[config.mk]
export PLATFORM = sky130hd
export DESIGN_NAME = trap_sequencer
export DESIGN_NICKNAME = d
export VERILOG_FILES = /design/src/rtl/trap_sequencer_pkg.sv /design/src/rtl/trap_cause_encoder.sv /design/src/rtl/trap_sequencer.sv
export SDC_FILE = /design/constraint.sdc
export NUM_CORES = 1
export LEC_CHECK = 0
export ABC_AREA = 0
export CORE_AREA = 2 2 80 113
export DETAILED_ROUTE_END_ITERATION = 6
export DIE_AREA = 0 0 82 115
export MAX_ROUTING_LAYER = met4
export PLACE_DENSITY = 0.82
export SYNTH_ARGS = -nofsm -noshare
export SYNTH_HDL_FRONTEND = slang
export SYNTH_SLANG_ARGS = --single-unit
[constraint.sdc]
create_clock -name i_clk -period 4.8 [get_ports i_clk]
set_input_delay 0.96 -clock i_clk [delete_from_list [all_inputs] [get_ports i_clk]]
set_output_delay 0.96 -clock i_clk [all_outputs]
set_load 0.01 [all_outputs]
[src/rtl/trap_sequencer_pkg.sv]
// Shared constants for the M-mode trap-entry sequencer: CSR addresses, cause codes,
// mstatus bit positions and the sequencer state encoding.
package trap_sequencer_pkg;

    localparam logic [11:0] CSR_MSTATUS = 12'h300;
    localparam logic [11:0] CSR_MEPC    = 12'h341;
    localparam logic [11:0] CSR_MCAUSE  = 12'h342;

    localparam int CAUSE_ILLEGAL = 2;
    localparam int CAUSE_ECALL   = 11;

    localparam int MSTATUS_MIE    = 3;
    localparam int MSTATUS_MPIE   = 7;
    localparam int MSTATUS_MPP_LO = 11;
    localparam int MSTATUS_MPP_HI = 12;

    typedef enum logic [2:0] {
        ST_IDLE,
        ST_W_EPC,
        ST_W_CAUSE,
        ST_W_STATUS,
        ST_REDIR
    } state_t;

endpackage

[src/rtl/trap_cause_encoder.sv]
// Combinational trap acceptance and cause selection for the instruction in EX.
// Priority: illegal instruction > ECALL > machine external interrupt.
module trap_cause_encoder
    import trap_sequencer_pkg::*;
#(
    parameter int XLEN     = 32,
    parameter int IRQ_CODE = 11
) (
    input  logic            valid_e,
    input  logic            ecall_e,
    input  logic            illegal_e,
    input  logic            mret_e,
    input  logic            irq,
    input  logic            mstatus_mie,
    input  logic            mie_meie,
    output logic            take,
    output logic [XLEN-1:0] cause
);

    logic exc;
    logic irq_ok;

    // An MRET in EX holds off the interrupt for one cycle so the return completes first.
    assign exc    = valid_e & (illegal_e | ecall_e);
    assign irq_ok = valid_e & irq & mstatus_mie & mie_meie & ~mret_e & ~exc;
    assign take   = exc | irq_ok;

    always_comb begin
        cause = '0;
        if (valid_e && illegal_e) begin
            cause = XLEN'(CAUSE_ILLEGAL);
        end else if (valid_e && ecall_e) begin
            cause = XLEN'(CAUSE_ECALL);
        end else if (irq_ok) begin
            cause = {1'b1, (XLEN-1)'(IRQ_CODE)};
        end
    end

endmodule

[src/rtl/trap_sequencer.sv]
// M-mode trap-entry controller: squashes the pipeline, writes mepc/mcause/mstatus over the
// single CSR port, then redirects the PC. Define TRAP_VECTORED_EN for vectored interrupt entry.
module trap_sequencer
    import trap_sequencer_pkg::*;
#(
    parameter int XLEN     = 32,
    parameter int IRQ_CODE = 11
) (
    input  logic            i_clk,
    input  logic            i_rst_n,
    input  logic            i_valid_e,
    input  logic [XLEN-1:0] i_pc_e,
    input  logic            i_ecall_e,
    input  logic            i_illegal_e,
    input  logic            i_mret_e,
    input  logic            i_irq,
    input  logic [XLEN-1:0] i_mstatus,
    input  logic            i_mie_meie,
    input  logic [XLEN-1:0] i_mtvec,
    input  logic            i_csr_ready,
    output logic            o_csr_we,
    output logic [11:0]     o_csr_addr,
    output logic [XLEN-1:0] o_csr_wdata,
    output logic            o_pc_stall,
    output logic            o_if_id_flush,
    output logic            o_id_ex_flush,
    output logic            o_ex_mem_flush,
    output logic            o_pc_redirect,
    output logic [XLEN-1:0] o_pc_target,
    output logic            o_busy
);

    state_t            state_q;
    state_t            state_d;
    logic              take;
    logic              accept;
    logic [XLEN-1:0]   take_cause;
    logic [XLEN-1:0]   epc_q;
    logic [XLEN-1:0]   cause_q;
    logic [XLEN-1:0]   status_q;
    logic [XLEN-1:0]   status_wr;
    logic [XLEN-1:0]   mtvec_base;
    logic [XLEN-1:0]   target_addr;

    trap_cause_encoder #(
        .XLEN     (XLEN),
        .IRQ_CODE (IRQ_CODE)
    ) u_cause_encoder (
        .valid_e     (i_valid_e),
        .ecall_e     (i_ecall_e),
        .illegal_e   (i_illegal_e),
        .mret_e      (i_mret_e),
        .irq         (i_irq),
        .mstatus_mie (i_mstatus[MSTATUS_MIE]),
        .mie_meie    (i_mie_meie),
        .take        (take),
        .cause       (take_cause)
    );

    // Gating with reset keeps the squash outputs quiet while reset is held.
    assign accept = take & i_rst_n;

    always_ff @(posedge i_clk or negedge i_rst_n) begin
        if (!i_rst_n) begin
            state_q  <= ST_IDLE;
            epc_q    <= '0;
            cause_q  <= '0;
            status_q <= '0;
        end else begin
            state_q <= state_d;
            if (state_q == ST_IDLE && accept) begin
                epc_q    <= i_pc_e;
                cause_q  <= take_cause;
                status_q <= i_mstatus;
            end
        end
    end

    always_comb begin
        status_wr                                = status_q;
        status_wr[MSTATUS_MPIE]                  = status_q[MSTATUS_MIE];
        status_wr[MSTATUS_MIE]                   = 1'b0;
        status_wr[MSTATUS_MPP_HI:MSTATUS_MPP_LO] = 2'b11;
    end

    assign mtvec_base = {i_mtvec[XLEN-1:2], 2'b00};

`ifdef TRAP_VECTORED_EN
    assign target_addr = (i_mtvec[1:0] == 2'b01 && cause_q[XLEN-1])
                       ? mtvec_base + XLEN'(4 * IRQ_CODE)
                       : mtvec_base;
`else
    logic unused_mtvec_mode;
    assign unused_mtvec_mode = ^i_mtvec[1:0];
    assign target_addr       = mtvec_base;
`endif

    always_comb begin
        state_d        = state_q;
        o_csr_we       = 1'b0;
        o_csr_addr     = '0;
        o_csr_wdata    = '0;
        o_pc_stall     = 1'b0;
        o_if_id_flush  = 1'b0;
        o_id_ex_flush  = 1'b0;
        o_ex_mem_flush = 1'b0;
        o_pc_redirect  = 1'b0;
        o_pc_target    = '0;
        o_busy         = 1'b0;
        unique case (state_q)
            ST_IDLE: begin
                if (accept) begin
                    o_pc_stall     = 1'b1;
                    o_if_id_flush  = 1'b1;
                    o_id_ex_flush  = 1'b1;
                    o_ex_mem_flush = 1'b1;
                    state_d        = ST_W_EPC;
                end
            end
            ST_W_EPC: begin
                o_busy        = 1'b1;
                o_pc_stall    = 1'b1;
                o_if_id_flush = 1'b1;
                o_csr_we      = 1'b1;
                o_csr_addr    = CSR_MEPC;
                o_csr_wdata   = epc_q;
                if (i_csr_ready) state_d = ST_W_CAUSE;
            end
            ST_W_CAUSE: begin
                o_busy        = 1'b1;
                o_pc_stall    = 1'b1;
                o_if_id_flush = 1'b1;
                o_csr_we      = 1'b1;
                o_csr_addr    = CSR_MCAUSE;
                o_csr_wdata   = cause_q;
                if (i_csr_ready) state_d = ST_W_STATUS;
            end
            ST_W_STATUS: begin
                o_busy        = 1'b1;
                o_pc_stall    = 1'b1;
                o_if_id_flush = 1'b1;
                o_csr_we      = 1'b1;
                o_csr_addr    = CSR_MSTATUS;
                o_csr_wdata   = status_wr;
                if (i_csr_ready) state_d = ST_REDIR;
            end
            ST_REDIR: begin
                o_busy        = 1'b1;
                o_pc_stall    = 1'b1;
                o_if_id_flush = 1'b1;
                o_pc_redirect = 1'b1;
                o_pc_target   = target_addr;
                state_d       = ST_IDLE;
            end
            default: state_d = ST_IDLE;
        endcase
    end

endmodule

# Word level (Yosys, flattened, before mapping)
# Cells that the tools add are included.
# totals
regBits	99
inputBits	105
output_inout_bits	83
elab_cells	47
# op_classes
eq_ne	8
muxes	17
bitwise_logic	11
reduce_logical	7
# op_table
operator	count
$mux 32	4
$pmux 32 s3	1
$pmux 10 s3	1
$mux 3	4
$pmux 3 s4	1
$ne 2x2->1 const B	4
$and 1x1->1	7
$eq 3x2->1 const B	2
$mux 1	5
$reduce_and 4->1	1
$reduce_or 4->1	1
$eq 3x1->1 const B	1
$eq 3x3->1 const B	1
$logic_and 1x1->1	3
$logic_not 3->1	1
$reduce_or 3->1	1
$not 1->1	2
$or 1x1->1	2
$pmux 1 s2	1

# Depth between registers and ports, before layout
# Gate-level depths: netlist of the first run.
# logic_depth
word_depth	9
mapped_depth	5
ltp_nobuf	3

# Cells and area by module
# From an unflattened synthesis of the first run, not the netlist that was laid out.
# hier_totals
hier_cells	420
hier_area_um2	5023.6
# modules_own_cells
module	instances	cells_per_inst	area_per_inst_um2	seq_area_each_um2
trap_sequencer	1	382	4734.5	2402.3
trap_cause_encoder	1	38	289.0	0.0

# Worst setup path before layout of the first run
# No wires, ideal clock.
# synth_path
kind	input-to-output
start	input i_mret_e
end	output o_pc_stall
arrival_ps	2231
t_required_ps	3840
path_slack_ps	1609
cell_stages	5
path_buffers	2
path_cell_list	nand4b_1 a211oi_4 buf_6 or2_2 buf_4
# synth_between
elab_chain_len	7
# synth_lines
item	line_no	text
start: declaration	trap_sequencer.sv:15	input logic i_mret_e,
$not 1->1	trap_cause_encoder.sv:25	assign irq_ok = valid_e & irq & mstatus_mie & mie_meie & ~mret_e & ~exc;
$and 1x1->1 (2 in series)	trap_cause_encoder.sv:25	
$or 1x1->1	trap_cause_encoder.sv:26	assign take = exc | irq_ok;
$and 1x1->1	trap_sequencer.sv:61	assign accept = take & i_rst_n;
$mux 1	-	
$pmux 1 s2	-	
end: declaration	trap_sequencer.sv:24	output logic o_pc_stall,
# No other way between the ends.

# Worst setup path after layout of the first run
# layout_path
start	input i_mstatus[3]
end	output o_if_id_flush
# layout_between
elab_chain_len	8
# layout_lines
item	line_no	text
start: declaration	trap_sequencer.sv:17	input logic [XLEN-1:0] i_mstatus,
$and 1x1->1 (4 in series)	trap_cause_encoder.sv:25	
$or 1x1->1	trap_cause_encoder.sv:26	
$and 1x1->1	trap_sequencer.sv:61	
$mux 1	trap_sequencer.sv:112	if (accept) begin
$pmux 1 s2	trap_sequencer.sv:110	unique case (state_q)
end: declaration	trap_sequencer.sv:25	output logic o_if_id_flush,
# No other way between the ends.

==> results.md, run 1 <==
Status:
- The run finished with clean final reports.

Global route:
- The initial antenna violation count is 0.
- The total overflow left after global routing is 0.
- The number of global-route vias before repair is 2963.
- The global router's overall resource usage is 21.5%.
- The maximum number of pins on one net before global-route repair is 69.
- The first-pass GRT wire length is 14.6 mm.

Finish:
- The net count of the finished layout is 562.
- The non-filler instance count after layout is 567.
- Compared with the post-synthesis result, the final layout area differs by 58.6%.
- The commonest non-fill, non-tap cell in the layout is clkdlybuf4s50_1.
- The library cells used most frequently in the layout, excluding fill and tap cells, are clkdlybuf4s50_1 (172), dfrtp_1 (66), mux2_2 (59).
- The repair_antennas step left the layout with diodes totalling 0.
- The post-route netlist has 19.0% of its cells at a drive strength greater than 1.

Drt:
- Dividing the detail-routed via count by the number of cells gives 5.01.
- The residual antenna-violating net count after detailed routing is 0.
- The iteration count of the initial detailed-routing pass is 5.
- The routed design has 9.79 mm of wire.
- Dividing the detail-routed wire length by the instance count gives 17.3 um.
- The overall via count from detail_route is 2841.
- For this block, the initial DRC count from the detailed router was 85.
- After detailed routing, no signal wire sits above met4.
- In the final routing, the length of wire on met1 measures 3.89 mm.
- The met3 wire length is 1.01 mm.
- In the routed design, unresolved DRC markers number 0.
- Detailed routing placed a total of 4.75 mm of wire on met2.

STA:
- The routed design could run at a clock period as short as 4.07 ns.
- The sum of negative setup slack is 0 ns.
- The setup-violating endpoint count in the final report is 0.
- Setup slack closes at 0.732 ns.
- The hold violation count in the final report is 0.
- Setup repair after global routing left no endpoint under its margin.
- Clock skew on the completed layout was measured at 0.00421 ns.
- The worst slew slack as a fraction of its limit is 43.2%.
- For the pin with the worst max-slew slack, the measured transition is 0.852 ns.
- The fraction of the cycle the final worst path needs is 84.8%.
- The final max-slew violation count is 0.
- The achievable frequency is 246 MHz.

Worst setup path:
- The largest single stage delay on the critical path is 0.63 ns.
- Grouping stages by cell kind, the critical path spends the most delay in buffers and inverters.
- The critical path's slowest cell is a211oi_4.
- Counting both buffers and inverters, the worst setup path holds a total of 2.
- The signal on the critical path passes through clkdlybuf4s50_1, nand4b_1, a211oi_4, or2_2, clkdlybuf4s50_1.
- The setup path with the least slack is of type primary input to primary output.
- Along the worst path, the maximum fanout reaches 9.
- The data required time of the critical path is 3.84 ns.
- STA classifies the critical path endpoint as a primary output.
- For the worst setup path, the data arrival time is 3.11 ns.
- The worst setup path is launched from a primary input.
- The most frequent cell on the critical path is clkdlybuf4s50_1.

Floorplanning:
- The die outline width is 82 um.
- The initial standard-cell utilization of the core is 41.1%.
- After floorplanning, the core was sized to cover 8410 um^2.
- The floorplan has 40 rows.
- The top-level port count is 188.
- The floorplan step defined a die boundary enclosing 9430 um^2.
- The die is 115 um tall.

Synthesis:
- The total of flip-flops plus latches after synthesis is 67.
- Summing every instance area after synthesis gives 3460 um^2.
- The post-synthesis area per instance is 11.8 um^2.
- The Yosys step of the flow raised 0 warnings.
- The synthesized netlist cell count is 293.
- In this run, distinct cell masters in the synthesized netlist total 31.
- The share of the Yosys chip area taken by registers is 48.5%.

Placement:
- The sum of net half-perimeters after detailed placement is 7.22 mm.
- The port buffer count is 173.
- The final weighted congestion of routability-driven global placement is 0.755.
- The worst setup timing slack at the placement stage is 0.729 ns.
- Including well taps, the total number of placed cells is 551.

CTS:
- For this design, the CTS-stage hold fixing added 0 buffers.
- In this run, CTS created clock tree buffers numbering 9.
- The buffer count from post-CTS setup fixing is 0.
- The total of cells resized after clock tree synthesis is 0.
- The H-tree generated during clock tree synthesis spans 3 levels.
- After clock tree synthesis, the clock-pin slew on the worst setup and hold paths is 0.05 ns.
- The clock reaches the later pin of the worst-skew pair after 0.32 ns.
- The cell sitting at the root of the clock tree is a clkbuf_16.
- TritonCTS built the clock tree.
- The tree built by TritonCTS fans out to 67 sinks.
- In this run the deepest clock path goes through 2 buffers.

Power and ir drop:
- For this design the ratio of total power to cell area is 581 nW/um^2.
- The leakage power is 2.38 nW.
- Across the VDD grid, the largest voltage drop is 0.000374 V.

Worst hold path:
- The min-delay analysis places its worst path in the category flip-flop to flip-flop.

Flow run:
- The max capacitance violation total is 0.
==> metal layers <==
metal / vias to the layer above / track usage (%)
met5: - / -
met1: 1363 / 25.0
met4: 0 / 7.22
li1: 1322 / -
met3: 14 / 6.67
met2: 142 / 35.1
==> worst paths after layout <==
path	startpoint	endpoint	slack, ns	depth (start not counted)
max	i_mstatus[3]	o_if_id_flush	0.73	5
min	status_q[31]	status_q[31]	0.48	1
max reg2reg	state_q[1]	epc_q[11]	2.09	4
min reg2reg	status_q[31]	status_q[31]	0.48	1
max in group asynchronous	i_rst_n	state_q[1]	3.30	2
min in group asynchronous	i_rst_n	status_q[3]	0.91	2
==> state kept, by name, indices dropped and copies added, names as in the netlist <==
register  flops
cause_q       3
epc_q        32
state_q       3
status_q     29
==> area by class of cell <==
class	instances	area [um^2]
timing repair buffer	180	1780
fill	675	2920
clock inverter	4	47.5
multi-input combinational	198	1580
sequential	67	1680
clock buffer	12	267
tap	105	131
inverter	1	3.75
==> where the power goes <==
group / total (mW) / switching, mW / internal, mW / leakage (nW)
Sequential: 1.05 / 0.209 / 0.844 / 0.804
Clock: 0.671 / 0.229 / 0.442 / 0.155
Combinational: 1.46 / 0.588 / 0.874 / 1.42
Total: 3.19 / 1.03 / 2.16 / 2.38
==> cells in the mapped netlist <==
library cell  number  area share (%)
nand4b_1           1            0.25
a221oi_1           1            0.25
a22oi_1            2            0.43
buf_6              6             2.0
a211oi_1           1            0.22
mux2_2            59              19
a21oi_1            3            0.43
xnor2_1            2            0.51
nand2_1            5            0.54
conb_1             1            0.11
buf_2              3            0.43
xor2_1             1            0.25
nor3_1             1            0.14
nand2b_1           1            0.18
or2_2              2            0.36
clkbuf_1          13             1.4
inv_1              1            0.11
a211oi_4           1            0.58
nand4bb_4          1            0.80
and2_1             1            0.18
nor2_1            40             4.3
and3_1            30             5.4
nand3b_1           1            0.22
mux2i_1           26             7.5
nor2b_1            2            0.36
mux2_1             5             1.6
a211o_1            1            0.25
o32a_1             1            0.29
dfrtp_1           67              48
a2bb2oi_1          1            0.25
buf_4             13             2.8
==> cells by family after synthesis <==
kind of cell    Yosys count  share of synthesized area [%]
mux                      90                           28.4
simple gates             85                           12.8
flops                    67                           48.5
buf+inv                  36                           6.73
compound gates           11                           2.71
xor+xnor                  3                          0.760
other cells               1                          0.108
==> worst reg2reg max path, stage by stage, from the launching register on <==
cell	delay, ns
dfrtp_2	0.68
nand4bb_4	0.41
a211oi_4	0.57
buf_4	0.52
mux2_2	0.42
==> through the flow <==
| step | hold WS [ns] | power (mW) | utilization [%] | cell area [um^2] |
|---|---|---|---|---|
| floorplan | 0.441 | 1.87 | - | 3490 |
| global placement | 0.455 | 2.49 | 61.5 | 5170 |
| detailed placement | 0.475 | 2.54 | 61.5 | 5170 |
| CTS | 0.486 | 3.22 | 65.2 | 5480 |
| global route | 0.510 | 3.39 | 65.2 | 5480 |
| finish | 0.483 | 3.19 | 65.2 | 5480 |
Note: power is estimated with default switching activity, not from simulation.
==> run 2: changes to the inputs <==
--- a/config.mk
+++ b/config.mk
@@ -6,11 +6,11 @@
 export NUM_CORES = 1
 export LEC_CHECK = 0
 export ABC_AREA = 0
-export CORE_AREA = 2 2 80 113
+export CORE_AREA = 2 2 87 123
 export DETAILED_ROUTE_END_ITERATION = 6
-export DIE_AREA = 0 0 82 115
+export DIE_AREA = 0 0 89 125
 export MAX_ROUTING_LAYER = met4
-export PLACE_DENSITY = 0.82
+export PLACE_DENSITY = 0.73
 export SYNTH_ARGS = -nofsm -noshare
 export SYNTH_HDL_FRONTEND = slang
 export SYNTH_SLANG_ARGS = --single-unit
==> constraint.sdc (replaced) <==
create_clock -name i_clk -period 3.5 [get_ports i_clk]
set_input_delay 0.7 -clock i_clk [delete_from_list [all_inputs] [get_ports i_clk]]
set_output_delay 0.7 -clock i_clk [all_outputs]
set_load 0.01 [all_outputs]
==> results.md, run 2 (same netlist as run 1, synthesis figures left out) <==
Placement:
- The cell area after placement is 5240 um^2 (+1.3%).
- The sum of net half-perimeters after detailed placement is 6.84 mm (-5.3%).
- The worst setup timing slack at the placement stage is 0.162 ns (-0.568 ns).
- The final weighted congestion of routability-driven global placement is 0.734 (-2.7%).
- The port buffer count is 173 (unchanged).

Worst setup path:
- The signal arrival time at the worst endpoint is 2.61 ns (-0.50 ns).
- The data required time of the critical path is 2.80 ns (-1.04 ns).
- The biggest fanout along the worst timing path is 4 (-5).
- The worst setup path is captured at a primary output.
- The startpoint-to-endpoint class of the critical path is primary input to primary output.
- The critical path startpoint category is a primary input.

Drt:
- The iteration count of the initial detailed-routing pass is 4 (-1).
- The total detailed-routing wirelength was 9.27 mm (-5.3%).
- The overall via count from detail_route is 2822 (-0.67%).
- The count of unresolved DRC violations after routing came to 0 (unchanged).
- The residual antenna-violating net count after detailed routing is 0 (unchanged).
- The via count normalized by instance count came to 4.68 (-6.6%).
- The violation count after the first detailed-route iteration is 88 (+3.5%).
- The average wire per standard cell is 15.4 um (-11%).

Floorplanning:
- The die outline width is 89 um (+8.5%).
- The initial standard-cell utilization of the core was 34.1% (-7.0 points).
- The area of the core region is 10100 um^2 (+20%).
- The height of the chip is 125 um (+8.7%).
- The number of placement rows is 44 (+10%).
- The die outline area came to 11100 um^2 (+18%).
- The top-level port count came to 188 (unchanged).

Power and ir drop:
- The maximum vdd ir drop is 0.000440 V (+17%).
- The power density over the cells is 789 nW/um^2 (+36%).
- The leakage power was 2.39 nW (+0.51%).

CTS:
- TritonCTS built the clock tree.
- The number of buffers inserted by hold repair at cts is 0 (unchanged).
- The clock sink total is 67 (unchanged).
- The total number of H-tree levels is 3 (unchanged).
- The buffer count from post-CTS setup fixing was 0 (unchanged).
- The number of buffers added by the clock tree synthesis step is 9 (unchanged).
- Clock tree synthesis selected as its root buffer the cell clkbuf_16.
- The total of cells resized after clock tree synthesis is 0 (unchanged).
- The number of buffers on the longest clock path was 2 (unchanged).
- The clock transition at the register clock pins on the worst setup and hold paths after CTS is 0.05 ns (about the same).
- The clock latency on the worst-skew pair is 0.32 ns (about the same).

Global route:
- The maximum number of pins on one net before global-route repair is 69 (unchanged).
- The initial antenna violation count came to 0 (unchanged).
- The first-pass GRT wire length is 13.9 mm (-5.3%).
- The global router's overall resource usage is 16.8% (-4.7 points).
- The number of global-route vias before repair was 2873 (-3.0%).
- The total global routing overflow is 0 (unchanged).

Finish:
- In the layout the commonest cells are clkdlybuf4s50_1 (172), dfrtp_1 (66), mux2_2 (59).
- The post-layout instance area is 5540 um^2 (+1.1%).
- The utilization after layout is 54.7% (-10 points).
- In the final layout, the registers with the most flip-flops are epc_q (32), status_q (29).
- The net count of the finished layout is 565 (+0.53%).
- The commonest non-fill, non-tap cell in the layout is clkdlybuf4s50_1.
- Ranked by flip-flop count, first place goes to epc_q.
- Relative to the synthesized area, the layout overhead comes to 60.4%.
- The number of flip-flops in the largest register is 32 (unchanged).
- The layout cell share with drive strength beyond 1 came to 18.9% (-0.12 points).
- The antenna diode count came to 0 (unchanged).

STA:
- The hold violation count in the final report was 0 (unchanged).
- The minimum setup slack in the final design is 0.186 ns (-0.546 ns).
- Setup repair after global routing left no endpoint under its margin.
- The minimum clock period after layout is 3.31 ns.
- The worst slew slack as a fraction of its limit is 43.0% (-0.25 points).
- The setup-violating endpoint count in the final report is 0 (unchanged).
- The final max-slew violation count is 0 (unchanged).
- The sum of negative setup slack is 0 ns (unchanged).
- The slew at the pin closest to its max-slew limit is 0.856 ns (+0.00381 ns).
- The worst hold-check slack came to 0.467 ns (-0.0154 ns).
- The final clock skew is 0.00410 ns (-0.000105 ns).
- Of the available clock period, the critical path in the final layout requires 94.7%.
- Static timing analysis puts the maximum clock frequency at 302 MHz.

Worst hold path:
- The path class of the tightest hold or removal check is flip-flop to flip-flop.

Flow run:
- The max capacitance violation total is 0 (unchanged).

Status:
- The run finished with clean final reports.
[run 2: changes by cell type in the layout (fill, tap and decap cells not counted)]
| cell | previous run | this run |
|---|---|---|
| buf_2 | 1 | 0 |
| buf_4 | 7 | 11 |
| clkbuf_1 | 0 | 3 |
| clkinv_2 | 2 | 0 |
| clkinvlp_4 | 1 | 0 |
[run 2: final timing paths]
path / start / to / slack (ns) / cells past startpoint
max: i_mstatus[3] / o_ex_mem_flush / 0.19 / 5
min: cause_q[1] / cause_q[1] / 0.47 / 1
max reg2reg: state_q[1] / epc_q[13] / 1.10 / 4
min reg2reg: cause_q[1] / cause_q[1] / 0.47 / 1
max in group asynchronous: i_rst_n / state_q[1] / 2.27 / 2
min in group asynchronous: i_rst_n / status_q[3] / 0.64 / 2
[run 2: metal layers]
| metal | routed length [um] | GRT usage (%) | vias to the layer above |
|---|---|---|---|
| met5 | 0 | - | - |
| met2 | 4720 | 29.8 | 141 |
| met4 | 129 | 5.00 | 0 |
| li1 | - | - | 1334 |
| met1 | 3560 | 17.6 | 1334 |
| met3 | 862 | 4.82 | 13 |
[run 2: metrics by stage]
stage / cells / total power [mW]
after global placement: 587 / 3.44
after detailed placement: 587 / 3.50
after global routing: 603 / 4.66
after CTS: 603 / 4.44
final: 603 / 4.38
after floorplan: 301 / 2.56
[run 2: critical path, stage by stage]
cell	delay, ns
clkdlybuf4s50_1	0.48
nand4b_1	0.26
a211oi_4	0.43
buf_4	0.20
clkdlybuf4s50_1	0.53
[run 2: final cells by class]
| class | count | area, um^2 |
|---|---|---|
| clock buffer | 15 | 278 |
| inverter | 1 | 3.75 |
| sequential | 67 | 1680 |
| tap | 138 | 173 |
| fill | 899 | 4590 |
| clock inverter | 1 | 30.0 |
| multi-input combinational | 198 | 1580 |
| timing repair buffer | 183 | 1800 |
[run 2: power by group]
group	internal (mW)	switching (mW)	leakage, nW
Clock	0.610	0.307	0.150
Combinational	1.21	0.840	1.44
Sequential	1.16	0.251	0.804
Total	2.98	1.40	2.39
